[config.mk]
export PLATFORM = sky130hd
export DESIGN_NAME = router_fsm_np
export DESIGN_NICKNAME = d
export VERILOG_FILES = /design/src/rtl/router_pkg.sv /design/src/rtl/router_wait_timer.sv /design/src/rtl/router_fsm_np.sv
export SDC_FILE = /design/constraint.sdc
export NUM_CORES = 1
export LEC_CHECK = 0
export ABC_AREA = 0
export ABC_CLOCK_PERIOD_IN_PS = 3800
export BUFFER_PORTS_ARGS = -buffer_cell sky130_fd_sc_hd__buf_2
export CAP_MARGIN = 15
export CORE_MARGIN = 4
export CORE_UTILIZATION = 47
export DETAILED_ROUTE_END_ITERATION = 12
export GPL_ROUTABILITY_DRIVEN = 0
export GPL_TIMING_DRIVEN = 0
export HOLD_SLACK_MARGIN = 0.06
export PLACE_DENSITY = 0.74
export SETUP_SLACK_MARGIN = 0.2
export SLEW_MARGIN = 20
export SYNTH_ARGS = -nofsm -noshare
export SYNTH_HDL_FRONTEND = slang
export SYNTH_SLANG_ARGS = --single-unit
[constraint.sdc]
create_clock -name clock -period 3.8 [get_ports clock]
set_input_delay 0.57 -clock clock [delete_from_list [all_inputs] [get_ports clock]]
set_output_delay 0.57 -clock clock [all_outputs]
set_load 0.05 [all_outputs]
[src/rtl/router_pkg.sv]
// rtl/router_pkg.sv - one-hot router FSM state encoding and width helpers
package router_pkg;

    localparam int NUM_STATES = 9;

    typedef enum logic [NUM_STATES-1:0] {
        DECODE_ADDRESS     = 9'b0_0000_0001,
        WAIT_TILL_EMPTY    = 9'b0_0000_0010,
        LOAD_FIRST_DATA    = 9'b0_0000_0100,
        LOAD_DATA          = 9'b0_0000_1000,
        FIFO_FULL_STATE    = 9'b0_0001_0000,
        LOAD_AFTER_FULL    = 9'b0_0010_0000,
        LOAD_PARITY        = 9'b0_0100_0000,
        CHECK_PARITY_ERROR = 9'b0_1000_0000,
        DROP_PACKET        = 9'b1_0000_0000
    } state_t;

    function automatic int clog2(input int value);
        int result;
        result = 0;
        while ((1 << result) < value) begin
            result = result + 1;
        end
        return result;
    endfunction

    // Width of a field able to index 'count' items, never narrower than one bit.
    function automatic int addr_width(input int count);
        return (clog2(count) < 1) ? 1 : clog2(count);
    endfunction

endpackage

[src/rtl/router_wait_timer.sv]
// rtl/router_wait_timer.sv - watchdog counter for the WAIT_TILL_EMPTY phase
module router_wait_timer
    import router_pkg::*;
#(
    parameter int LIMIT   = 1024,
    parameter int COUNT_W = addr_width(LIMIT)
) (
    input  logic clock,
    input  logic reset,
    input  logic clear,
    input  logic enable,
    output logic expire
);

    logic [COUNT_W-1:0] count;

    // Saturates at the limit so a held enable cannot wrap back to zero.
    always_ff @(posedge clock) begin
        if (reset || clear) begin
            count <= '0;
        end else if (enable && !expire) begin
            count <= count + 1'b1;
        end
    end

    assign expire = (count == COUNT_W'(LIMIT - 1));

endmodule

[src/rtl/router_fsm_np.sv]
// rtl/router_fsm_np.sv - 1xN router control FSM with drop path; ROUTER_WAIT_TIMEOUT_EN adds a wait watchdog
module router_fsm_np
    import router_pkg::*;
#(
    parameter int NUM_PORTS      = 3,
    parameter int ADDR_W         = addr_width(NUM_PORTS),
    parameter int TIMEOUT_CYCLES = 1024
) (
    input  logic                 clock,
    input  logic                 reset,
    input  logic                 pkt_valid,
    input  logic [ADDR_W-1:0]    data_in,
    input  logic                 fifo_full,
    input  logic [NUM_PORTS-1:0] fifo_empty,
    input  logic [NUM_PORTS-1:0] soft_reset,
    input  logic                 parity_done,
    input  logic                 low_packet_valid,
    output logic [ADDR_W-1:0]    port_sel,
    output logic                 detect_add,
    output logic                 lfd_state,
    output logic                 ld_state,
    output logic                 laf_state,
    output logic                 full_state,
    output logic                 rst_int_reg,
    output logic                 write_enb_reg,
    output logic                 busy,
    output logic                 drop_state,
    output logic                 timeout_err
);

    localparam int SEL_RANGE = 1 << ADDR_W;

    if (NUM_PORTS < 2 || NUM_PORTS > 16) begin : g_bad_ports
        $error("router_fsm_np: NUM_PORTS must be 2..16");
    end
    if (TIMEOUT_CYCLES < 2) begin : g_bad_timeout
        $error("router_fsm_np: TIMEOUT_CYCLES must be at least 2");
    end

    state_t state;
    logic   wait_expire;

    // Zero-padded so addresses past NUM_PORTS read as "not empty, no soft reset".
    logic [SEL_RANGE-1:0] empty_ext;
    logic [SEL_RANGE-1:0] soft_ext;

    always_comb begin
        empty_ext                = '0;
        soft_ext                 = '0;
        empty_ext[NUM_PORTS-1:0] = fifo_empty;
        soft_ext[NUM_PORTS-1:0]  = soft_reset;
    end

    wire addr_invalid = (int'(data_in) >= NUM_PORTS);
    wire sel_empty    = empty_ext[port_sel];
    wire sel_soft_rst = soft_ext[port_sel];

`ifdef ROUTER_WAIT_TIMEOUT_EN
    router_wait_timer #(
        .LIMIT (TIMEOUT_CYCLES)
    ) u_wait_timer (
        .clock  (clock),
        .reset  (reset),
        .clear  (state != WAIT_TILL_EMPTY),
        .enable (state == WAIT_TILL_EMPTY),
        .expire (wait_expire)
    );
`else
    assign wait_expire = 1'b0;
`endif

    always_ff @(posedge clock) begin
        if (reset) begin
            state       <= DECODE_ADDRESS;
            port_sel    <= '0;
            timeout_err <= 1'b0;
        end else begin
            timeout_err <= 1'b0;
            if (state != DECODE_ADDRESS && sel_soft_rst) begin
                state <= DECODE_ADDRESS;
            end else begin
                case (state)
                    DECODE_ADDRESS: begin
                        if (pkt_valid) begin
                            port_sel <= data_in;
                            if (addr_invalid) begin
                                state <= DROP_PACKET;
                            end else if (empty_ext[data_in]) begin
                                state <= LOAD_FIRST_DATA;
                            end else begin
                                state <= WAIT_TILL_EMPTY;
                            end
                        end
                    end
                    WAIT_TILL_EMPTY: begin
                        if (sel_empty) begin
                            state <= LOAD_FIRST_DATA;
                        end else if (wait_expire) begin
                            state       <= DROP_PACKET;
                            timeout_err <= 1'b1;
                        end
                    end
                    LOAD_FIRST_DATA: state <= LOAD_DATA;
                    LOAD_DATA: begin
                        if (fifo_full) begin
                            state <= FIFO_FULL_STATE;
                        end else if (!pkt_valid) begin
                            state <= LOAD_PARITY;
                        end
                    end
                    FIFO_FULL_STATE: begin
                        if (!fifo_full) begin
                            state <= LOAD_AFTER_FULL;
                        end
                    end
                    LOAD_AFTER_FULL: begin
                        if (parity_done) begin
                            state <= DECODE_ADDRESS;
                        end else if (low_packet_valid) begin
                            state <= LOAD_PARITY;
                        end else begin
                            state <= LOAD_DATA;
                        end
                    end
                    LOAD_PARITY: state <= CHECK_PARITY_ERROR;
                    CHECK_PARITY_ERROR: begin
                        state <= fifo_full ? FIFO_FULL_STATE : DECODE_ADDRESS;
                    end
                    DROP_PACKET: begin
                        if (!pkt_valid) begin
                            state <= DECODE_ADDRESS;
                        end
                    end
                    default: state <= DECODE_ADDRESS;
                endcase
            end
        end
    end

    assign detect_add    = (state == DECODE_ADDRESS);
    assign lfd_state     = (state == LOAD_FIRST_DATA);
    assign ld_state      = (state == LOAD_DATA);
    assign laf_state     = (state == LOAD_AFTER_FULL);
    assign full_state    = (state == FIFO_FULL_STATE);
    assign rst_int_reg   = (state == CHECK_PARITY_ERROR);
    assign write_enb_reg = (state == LOAD_DATA) || (state == LOAD_PARITY) ||
                           (state == LOAD_AFTER_FULL);
    assign busy          = (state == WAIT_TILL_EMPTY) || (state == LOAD_FIRST_DATA) ||
                           (state == FIFO_FULL_STATE) || (state == LOAD_AFTER_FULL) ||
                           (state == LOAD_PARITY)     || (state == CHECK_PARITY_ERROR);
    assign drop_state    = (state == DROP_PACKET);

endmodule

==> out/qor.csv <==
stage,metric,value,unit
pwr,power.net_switching,0.000218,W
yosys,synth_area,876,um^2
cts,clkTransAtPathRegs,80,ps
outcome,status,finished clean,
timing,fin_skew,12.1,ps
placed_design,port_buffers,24,
worst_setup_path,critPathKind,reg -> out,
placed_design,dpl_cell_area,0.00103,mm^2
grt,antenna_found_initial,0,
yosys,synth_edf_count,0,
pwr,seq_power_share,0.309,
pwr,peakVddDrop,242,uV
timing,rsz0062_at_grt,no,
yosys,postSynthCellCount,110,
min_path,hp-class,in -> reg,
route,dr.pass1.iters,4,
finish,num_antenna_cells,0,
finish,fin_nets,153,
pwr,p_int,0.000261,W
worst_setup_path,cp.arrival,2180,ps
timing,fin_ws,1050,ps
yosys,ys_seq_area_frac,0.251,
timing,setup_viol,0,
placed_design,place_ws,1370,ps
timing,min_period_over_period,0.725,
placed_design,dp_hpwl,1.76,mm
timing,finalMaxSlewViolations,0,
finish,area_growth,20.3,%
floorplanning,die_height,51.2,um
timing,worstMarginPinSlew,503,ps
floorplanning,die-area,0.00262,mm^2
pwr,power_frac_comb,0.515,
cts,clock_sink_count,11,
finish,seqCellArea,220,um^2
worst_setup_path,crit_path_end_kind,primary output,
route,drt-total-wl,2.20,mm
worst_setup_path,start_kind,flop,
cts,clkLatencyLatePin,290,ps
cts,cts_resized,0,
grt,grt_overflow,0,
grt,grt_usage,0.186,
yosys,synth_cell_types,44,
finish,final_area,0.00105,mm^2
pwr,clockPowerShare,0.177,
pwr,p_leak,0.480,nW
timing,relSlewSlack,0.662,
yosys,synth_common_cells,"dfxtp_1, nand2_1, nor2_1",
cts,htree_num_levels,1,
worst_setup_path,cp.required,3230,ps
floorplanning,start_util,0.502,
route,viasPerCell,5.64,
yosys,synth_top_area_share,0.251,
finish,multi_input_area,599,um^2
finish,drive_gt1_frac,0.283,
route,num_vias,919,
floorplanning,coreArea,0.00175,mm^2
yosys,syn_nets,124,
pwr,p_per_area,455,mW/mm^2
route,drt-initial-drc-count,31,
yosys,ys_seq_elements,11,
cts,cts-root-buf,clkbuf_4,
finish,utilization,0.604,
floorplanning,die_x,51.2,um
yosys,ys.flop_type,dfxtp_1,
timing,hold_viol,0,
grt,grt_pass1_wl,3.65,mm
cts,cts_buffers,3,
yosys,synthArstFlopShare,0,
timing,max_freq,363,MHz
grt,grt_pass1_vias,822,
route,ant_nets,0,
yosys,ys_top_cells_by_area,"dfxtp_1, nand2_1, nor2_1",
route,wl_per_cell,13.5,um
timing,min_period,2750,ps
cts,cts_tree,built,
worst_setup_path,worstPathMaxFanout,8,
cts,clockBufferDepth,2,
cts,cts_setup_buffers,0,
flow_run,maxCapViolCount,0,
route,drc,0,
cts,hold_buffers,0,
yosys,synth_top_cell_by_area,dfxtp_1,
yosys,ys_warn_count,0,
finish,fillers,172,
floorplanning,rows,15,
yosys,postSynthAreaPerCell,7.96,um^2
pwr,switching_share,0.455,
timing,timing.setup.tns,0,ps
grt,grt_max_degree,11,
floorplanning,io_pins,26,
flip-flops by register name, summed over array words and instances (netlist names):
register and cells:
state 9, port_sel 2
power by group through the flow:
| stage | clock (W) | combinational (W) | sequential [W] |
|---|---|---|---|
| after global routing | 0.0000897 | 0.000269 | 0.000150 |
| after detailed placement | 0 | 0.000245 | 0.000150 |
| after CTS | 0.0000872 | 0.000246 | 0.000147 |
| after floorplan | 0 | 0.000182 | 0.000158 |
| final | 0.0000847 | 0.000247 | 0.000148 |
| after global placement | 0 | 0.000242 | 0.000150 |
critical path, stage by stage, from the launching register on:
cell and delay, ps:
dfxtp_1 400, nor3_1 430, nand2_1 220, or3_2 530, inv_1 70, buf_2 250
layout make-up:
class                   count  share of cell area
inverters                  10              0.0356
repair buffers             24               0.114
plain buffers               2              0.0178
multi-input cells          87               0.569
clock buffers               4              0.0249
flip-flops and latches     11               0.209
well taps                  25              0.0297
cells by family (layout without fill, tap and decap cells):
kind of cell,Yosys count,after routing,synth area share
xor+xnor,3,3,0.0300
mux,3,3,0.0357
compound gates,26,26,0.244
buf+inv,12,40,0.0643
flops,11,11,0.251
other cells,1,1,0.00428
simple gates,54,54,0.370
per-stage QoR:
| step | hold WS (ps) | cells | power [W] |
|---|---|---|---|
| 2_1_floorplan | 514 | 110 | 0.000340 |
| 3_3_place_gp | 511 | 159 | 0.000392 |
| 3_5_place_dp | 517 | 159 | 0.000395 |
| 4_1_cts | 478 | 163 | 0.000480 |
| 5_1_grt | 500 | 163 | 0.000509 |
| 6_report | 481 | 163 | 0.000479 |
cells in the final DEF (no fill, tap or decap), types with 3 or more instances in the layout:
| cell type | synthesis | final |
|---|---|---|
| a21oi_1 | 4 | 4 |
| and4_1 | 3 | 3 |
| buf_2 | 0 | 24 |
| clkbuf_4 | 0 | 3 |
| dfxtp_1 | 11 | 11 |
| inv_1 | 10 | 10 |
| nand2_1 | 11 | 11 |
| nor2_1 | 11 | 11 |
| nor2b_1 | 3 | 3 |
| nor3_1 | 4 | 4 |
| o21a_1 | 4 | 4 |
| o21ai_0 | 4 | 4 |
layer usage:
metal	vias to the layer above	wire, um	track usage
met5	-	0	0
met1	428	1010	0.252
met2	28	1050	0.279
li1	460	-	-
met3	3	128	0.0612
met4	0	12	0.0493
path summary, 6_finish.rpt:
check	from	end	slack [ps]	depth (start not counted)
setup / recovery	state[7]	laf_state	1050	5
hold / removal	reset	port_sel[0]	480	2
setup reg to reg	port_sel[1]	state[2]	1700	5
hold reg to reg	port_sel[0]	port_sel[0]	530	2
No activity file was read; power rests on OpenSTA's default activity.
